File: src/rtl/pattern_gen_if.sv
// Valid/ready stream bundle between pattern_gen (master) and the ping-pong buffer write side (slave).
interface pattern_gen_if #(
  parameter int DATA_W = 16
) ();
  logic              data_en;
  logic [DATA_W-1:0] data_in;
  logic              data_ready;
  logic              burst_done;

  modport master (
    output data_en,
    output data_in,
    output burst_done,
    input  data_ready
  );

  modport slave (
    input  data_en,
    input  data_in,
    input  burst_done,
    output data_ready
  );
endinterface

File: src/rtl/pattern_gen.sv
// Burst-framed counting/LFSR/walking-one stimulus source with valid/ready backpressure.
// Optional one-shot bit-0 error injection is built only when PATTERN_GEN_ERR_INJ_EN is defined.
module pattern_gen #(
  parameter int          DATA_W    = 16,
  parameter int          WRAP_MAX  = 199,
  parameter logic [31:0] LFSR_POLY = 32'h0000_002D,
  parameter int          LFSR_SEED = 1
) (
  input  logic          clk,
  input  logic          rst_n,
  input  logic          enable,
  input  logic [1:0]    mode,
  input  logic [7:0]    burst_len,
  input  logic [7:0]    gap_len,
  input  logic          inject_err,
  pattern_gen_if.master bus
);

  localparam logic [DATA_W-1:0] ONE_L  = DATA_W'(1);
  localparam logic [DATA_W-1:0] WRAP_L = DATA_W'(WRAP_MAX);
  localparam logic [DATA_W-1:0] POLY_L = LFSR_POLY[DATA_W-1:0];
  localparam logic [DATA_W-1:0] SEED_T = DATA_W'(LFSR_SEED);
  // An all-zero LFSR state would lock up, so a zero seed is forced to 1.
  localparam logic [DATA_W-1:0] SEED_L = (SEED_T == '0) ? ONE_L : SEED_T;

  localparam logic [1:0] S_IDLE  = 2'd0;
  localparam logic [1:0] S_BURST = 2'd1;
  localparam logic [1:0] S_GAP   = 2'd2;

  localparam logic [1:0] M_INC  = 2'd0;
  localparam logic [1:0] M_DEC  = 2'd1;
  localparam logic [1:0] M_LFSR = 2'd2;

  function automatic logic [DATA_W-1:0] seed_of(input logic [1:0] m);
    case (m)
      M_INC:   seed_of = '0;
      M_DEC:   seed_of = WRAP_L;
      M_LFSR:  seed_of = SEED_L;
      default: seed_of = ONE_L;
    endcase
  endfunction

  function automatic logic [DATA_W-1:0] next_of(input logic [1:0] m, input logic [DATA_W-1:0] q);
    case (m)
      M_INC:   next_of = (q >= WRAP_L) ? '0 : q + ONE_L;
      M_DEC:   next_of = (q == '0) ? WRAP_L : q - ONE_L;
      M_LFSR:  next_of = {q[DATA_W-2:0], 1'b0} ^ (q[DATA_W-1] ? POLY_L : '0);
      default: next_of = {q[DATA_W-2:0], q[DATA_W-1]};
    endcase
  endfunction

  logic [1:0]        state_q,    state_d;
  logic [1:0]        mode_q,     mode_d;
  logic [7:0]        blen_q,     blen_d;
  logic [7:0]        glen_q,     glen_d;
  logic [7:0]        beat_cnt_q, beat_cnt_d;
  logic [7:0]        gap_cnt_q,  gap_cnt_d;
  logic [DATA_W-1:0] pat_q,      pat_d;
  logic              done_q,     done_d;

  logic valid;
  logic beat;
  logic last_beat;

  assign valid     = (state_q == S_BURST);
  assign beat      = valid & bus.data_ready;
  assign last_beat = beat & (blen_q != 8'd0) & (beat_cnt_q == blen_q - 8'd1);

  always_comb begin
    // NOTE: every next-state variable gets its hold value first, so no branch below can leave one unassigned and infer a latch.
    state_d    = state_q;
    mode_d     = mode_q;
    blen_d     = blen_q;
    glen_d     = glen_q;
    beat_cnt_d = beat_cnt_q;
    gap_cnt_d  = gap_cnt_q;
    pat_d      = pat_q;
    done_d     = last_beat;

    case (state_q)
      S_IDLE: begin
        if (enable) begin
          state_d    = S_BURST;
          mode_d     = mode;
          blen_d     = burst_len;
          glen_d     = gap_len;
          beat_cnt_d = '0;
          gap_cnt_d  = '0;
          pat_d      = seed_of(mode);
        end
      end

      S_BURST: begin
        if (beat) begin
          pat_d      = next_of(mode_q, pat_q);
          beat_cnt_d = last_beat ? 8'd0 : beat_cnt_q + 8'd1;
          if (!enable) begin
            state_d = S_IDLE;
          end else if (last_beat) begin
            if (glen_q != 8'd0) begin
              state_d   = S_GAP;
              gap_cnt_d = '0;
            end else begin
              // Back-to-back bursts: pick up new framing without a bubble.
              blen_d = burst_len;
              glen_d = gap_len;
            end
          end
        end
      end

      S_GAP: begin
        if (!enable) begin
          state_d = S_IDLE;
        end else if (gap_cnt_q == glen_q) begin
          // The burst_done cycle plus glen_q idle cycles have elapsed.
          state_d    = S_BURST;
          blen_d     = burst_len;
          glen_d     = gap_len;
          beat_cnt_d = '0;
        end else begin
          gap_cnt_d = gap_cnt_q + 8'd1;
        end
      end

      default: state_d = S_IDLE;
    endcase
  end

  always_ff @(posedge clk or negedge rst_n) begin
    if (!rst_n) begin
      state_q    <= S_IDLE;
      mode_q     <= M_INC;
      blen_q     <= '0;
      glen_q     <= '0;
      beat_cnt_q <= '0;
      gap_cnt_q  <= '0;
      pat_q      <= '0;
      done_q     <= 1'b0;
    end else begin
      // NOTE: non-blocking updates make every register sample the pre-edge values, whatever the statement order.
      state_q    <= state_d;
      mode_q     <= mode_d;
      blen_q     <= blen_d;
      glen_q     <= glen_d;
      beat_cnt_q <= beat_cnt_d;
      gap_cnt_q  <= gap_cnt_d;
      pat_q      <= pat_d;
      done_q     <= done_d;
    end
  end

  assign bus.data_en    = valid;
  assign bus.burst_done = done_q;

`ifdef PATTERN_GEN_ERR_INJ_EN
  logic err_q, err_d;

  // Requests arriving while armed merge into the pending one; the flag drops on the corrupted beat.
  always_comb begin
    err_d = err_q ? ~beat : inject_err;
  end

  always_ff @(posedge clk or negedge rst_n) begin
    if (!rst_n) begin
      err_q <= 1'b0;
    end else begin
      err_q <= err_d;
    end
  end

  assign bus.data_in = pat_q ^ {{(DATA_W-1){1'b0}}, err_q};
`else
  logic unused_inject_err;
  assign unused_inject_err = inject_err;
  assign bus.data_in       = pat_q;
`endif

endmodule

File: src/flat_wrapper.sv
// flat-port wrapper written by rule: the top's interface ports become plain ports
module pattern_gen_flat 
#(
  parameter int          DATA_W    = 16,
  parameter int          WRAP_MAX  = 199,
  parameter logic [31:0] LFSR_POLY = 32'h0000_002D,
  parameter int          LFSR_SEED = 1
)
  (clk, rst_n, enable, mode, burst_len, gap_len, inject_err, bus_data_en, bus_data_in, bus_burst_done, bus_data_ready);
  pattern_gen_if #(.DATA_W(DATA_W)) bus_i ();
  input  logic clk;
  input  logic rst_n;
  input  logic enable;
  input  logic [1:0] mode;
  input  logic [7:0] burst_len;
  input  logic [7:0] gap_len;
  input  logic inject_err;
  output wire logic [$bits(bus_i.data_en)-1:0] bus_data_en;
  output wire logic [$bits(bus_i.data_in)-1:0] bus_data_in;
  output wire logic [$bits(bus_i.burst_done)-1:0] bus_burst_done;
  input wire logic [$bits(bus_i.data_ready)-1:0] bus_data_ready;
  assign bus_data_en = bus_i.data_en;
  assign bus_data_in = bus_i.data_in;
  assign bus_burst_done = bus_i.burst_done;
  assign bus_i.data_ready = bus_data_ready;
  pattern_gen #(.DATA_W(DATA_W), .WRAP_MAX(WRAP_MAX), .LFSR_POLY(LFSR_POLY), .LFSR_SEED(LFSR_SEED)) u_core (.clk(clk), .rst_n(rst_n), .enable(enable), .mode(mode), .burst_len(burst_len), .gap_len(gap_len), .inject_err(inject_err), .bus(bus_i));
endmodule
File: config.mk
export PLATFORM = sky130hd
export DESIGN_NAME = pattern_gen_flat
export DESIGN_NICKNAME = d
export VERILOG_FILES = /design/src/rtl/pattern_gen_if.sv /design/src/rtl/pattern_gen.sv /design/src/flat_wrapper.sv
export SDC_FILE = /design/constraint.sdc
export NUM_CORES = 1
export LEC_CHECK = 0
export ABC_AREA = 1
export CELL_PAD_IN_SITES_DETAIL_PLACEMENT = 1
export CELL_PAD_IN_SITES_GLOBAL_PLACEMENT = 1
export CORE_ASPECT_RATIO = 1.75
export CORE_UTILIZATION = 38
export CTS_BUF_LIST = sky130_fd_sc_hd__clkbuf_4
export DETAILED_ROUTE_END_ITERATION = 16
export GPL_TIMING_DRIVEN = 0
export MAX_ROUTING_LAYER = met4
export PLACE_DENSITY_LB_ADDON = 0.2
export SLEW_MARGIN = 20
export SYNTH_ARGS = -nofsm -noshare
export SYNTH_HDL_FRONTEND = slang
export SYNTH_SLANG_ARGS = --single-unit
File: constraint.sdc
create_clock -name clk -period 1.71 [get_ports clk]
set_input_delay 0.342 -clock clk [delete_from_list [all_inputs] [get_ports clk]]
set_output_delay 0.342 -clock clk [all_outputs]
set_load 0.01 [all_outputs]
==> impl_metrics.py <==
metrics = {
    "worst_setup_path": {
        "crit_path_start_kind": "flop",
        "crit_path_end_kind": "flop",
        "cpMostUsedCell": "nor2_2",
        "critPathMaxStageDelay_ns": 0.47,
        "cp.required_ns": 2.01,
        "path_cells": "inv_4 -> ha_4 -> xnor2_2 -> nor2_2 -> nand2_1 -> nor2_2 -> nand3_2 -> nand2_4 -> nand4_4 -> buf_8 -> nand2_2 -> o21ai_2",
        "cpMaxStageDelayCell": "dfrtp_2",
        "arrival_ns": 2.33,
        "crit_family": "simple AND/OR/NAND/NOR gates",
        "rr_worst_depth": 12,
        "worst-path-stages": 12,
        "cp_max_fo": 10,
        "critPathKind": "flop to flop",
        "path_buf_inv": 2,
    },
    "route": {
        "num_vias": 4273,
        "drcViolationCount": 0,
        "first_iter_violations": 146,
        "avgRoutedWirePerCell_um": 18.01,
        "firstDrtPassIters": 4,
        "antenna_left": 0,
        "wl_um": 14390,
        "viasPerCell": 5.348,
    },
    "yosys": {
        "ys.flop_type": "dfrtp_1",
        "synth_seq_cells": 53,
        "ys_warn_count": 0,
        "syn-instance-count": 557,
        "avgSynthCellArea_um2": 6.896,
        "synth.net_count": 587,
        "syn_area_um2": 3841,
        "async_flop_share_pct": 100.0,
        "synth_cell_types": 39,
        "ys_seq_area_share_pct": 34.53,
        "synth_edf_count": 0,
    },
    "flow_run": {
        "maxCapViolations": 0,
    },
    "sta": {
        "fmax_mhz": 492.8,
        "rsz0062_at_grt": "true",
        "hold_viol": 0,
        "period_minus_slack_ns": 2.029,
        "finalSetupViolCount": 43,
        "worst_pin_slew_ns": 0.6670,
        "setup_slack_ns": -0.3193,
        "slew_headroom_pct": 55.06,
        "final-max-slew-violation-count": 0,
        "finClkSkew_ns": 0.02459,
        "fin_crit_sh_pct": 118.7,
    },
    "floorplanning": {
        "rows": 48,
        "start_util_pct": 39.00,
        "io_pins": 41,
        "die_h_um": 135,
        "die_x_um": 78,
        "core_um2": 9849,
        "dieArea_um2": 10530,
    },
    "layout": {
        "final_common_cell": "nand2_1",
        "areaGrowthSynthToFinish_pct": 48.76,
        "final_nets": 704,
        "n_fill_cell": 1217,
        "final_cell_mix": "127 x nand2_1, 60 x inv_1, 58 x buf_4, 41 x nor2_1, 35 x dfrtp_1",
        "drive_above_1_share_pct": 37.00,
        "final_core_util_pct": 58.02,
    },
    "pwr": {
        "ir_drop_uv": 1156,
        "power.density_nw_per_um2": 1949,
        "p_leak_nw": 2.808,
    },
    "global_route": {
        "grt_pass1_vias": 4458,
        "grt_antenna_before_repair": 1,
        "grt_pass1_wl_um": 20970,
        "track_usage_pct": 26.51,
        "grt_max_degree": 54,
        "grt_overflow": 0,
    },
    "clock_tree": {
        "insertion_delay_ns": 0.41,
        "cts_sinks": 53,
        "path_clk_slew_ns": 0.18,
        "tritoncts": "yes",
        "ctsRootBufferMaster": "clkbuf_4",
        "cts_buffer_depth": 2,
        "cts_inserted_buffers": 5,
        "h-tree-depth": 2,
    },
    "placed_design": {
        "hpwl_um": 8914,
        "gp_congestion": 0.9029,
        "dpl_worst_slack_ns": -0.5359,
        "port_buffers": 39,
    },
    "min_path": {
        "hp-class": "input port to asynchronous set/reset pin",
    },
    "status": {
        "violations": "negative setup slack",
        "outcome": "finished with violations",
    },
}
[cells by family after synthesis]
logic type | count (synthesis) | synth area share (%)
compound gates | 82 | 13.13
buf+inv | 90 | 10.00
xor+xnor | 31 | 7.068
flops | 53 | 34.53
fa+ha+maj | 7 | 2.280
simple gates | 294 | 33.00
[layout make-up]
type / count / area [um^2] / area share (%)
antenna: 1 / 2.502 / 0.04379
buffer: 13 / 116.4 / 2.036
clock buffer: 5 / 37.54 / 0.6569
clock inverter: 1 / 5.005 / 0.08758
inverter: 76 / 326.6 / 5.715
multi-input combinational: 415 / 2721 / 47.62
sequential: 53 / 1349 / 23.60
tap: 125 / 156.4 / 2.737
timing repair buffer: 110 / 999.7 / 17.50
[synth_stat cells, drive strengths merged, types with 2 or more instances]
master  number  area share (%)
nand2      163              16
inv         76             7.5
nor2        69             7.5
dfrtp       53              35
o21ai       50             8.1
nand3       42             5.6
a21oi       18             2.3
xor2        16             3.6
xnor2       15             3.4
buf         10             2.1
ha           7             2.3
nor3         6            0.78
nand4        5             1.2
clkbuf       4            0.42
nor3b        4            0.78
o211ai       3            0.59
o22ai        3            0.49
nor4         2            0.33
o31ai        2            0.39
or2          2            0.33
[metrics by stage]
stage | hold WS [ns] | power [mW] | cells | TNS, ns | instance area (um^2)
finish | 0.4188 | 11.13 | 799 | -9.206 | 5714
global route | 0.4380 | 11.89 | 799 | -15.12 | 5714
CTS | 0.4449 | 9.528 | 775 | -6.805 | 5205
detailed placement | 0.3569 | 7.273 | 722 | -21.16 | 4449
global placement | 0.4972 | 7.069 | 721 | -98.81 | 4424
floorplan | 0.04641 | 5.645 | 557 | -1.093 | 3877
[worst paths after layout]
path                            slack (ns)                     end             start
worst min-delay path                  0.42  u_core.bus.data_in[13]             rst_n
worst min register to register        0.55        u_core.glen_q[6]  u_core.glen_q[6]
max in group asynchronous             0.99        u_core.blen_q[0]             rst_n
min in group clk                      0.48        u_core.blen_q[6]      burst_len[6]
worst max register to register       -0.32        u_core.glen_q[5]  u_core.blen_q[0]
worst max-delay path                 -0.32        u_core.glen_q[5]  u_core.blen_q[0]
[repair_timing]
action | in CTS | in global routing
gates cloned | 2 | 0
endpoints found under the setup margin | 63 | 57
endpoints found under the hold margin | 53 | 0
setup buffers | 44 | 24
pin swaps | 28 | 33
hold buffers | 1 | 0
gates resized for setup | 141 | 97
[worst reg2reg max path: stages (launching register included)]
cell and delay (ns):
dfrtp_2 0.47, inv_4 0.09, ha_4 0.21, xnor2_2 0.14, nor2_2 0.15, nand2_1 0.09, nor2_2 0.10, nand3_2 0.11
nand2_4 0.11, nand4_4 0.16, buf_8 0.21, nand2_2 0.06, o21ai_2 0.05
[flip-flops by register name, indices dropped and copies added, names as in the netlist]
name / flops
u_core.beat_cnt_q: 8
u_core.bus.data_in: 16
u_core.mode_q: 2
u_core.glen_q: 8
u_core.state_q: 2
u_core.bus.burst_done: 1
u_core.blen_q: 8
u_core.gap_cnt_q: 8
[metal layers]
metal	up-vias	part of all wire (%)	track usage (%)	wire [um]
met1	2089	34	23.90	4946
met3	55	2.9	2.635	420
met4	0	5.3	15.02	766
met2	124	57	52.41	8259
met5	-	0	-	0
li1	2005	-	-	-
[power breakdown]
| group | total [mW] | internal (mW) | leakage [nW] | switching [mW] |
|---|---|---|---|---|
| registers | 2.21 | 1.69 | 0.671 | 0.522 |
| clock network | 0.584 | 0.144 | 0.0269 | 0.440 |
| logic | 8.34 | 3.49 | 2.11 | 4.85 |
| total | 11.1 | 5.32 | 2.81 | 5.82 |
Note: power is estimated with default switching activity, not from simulation.
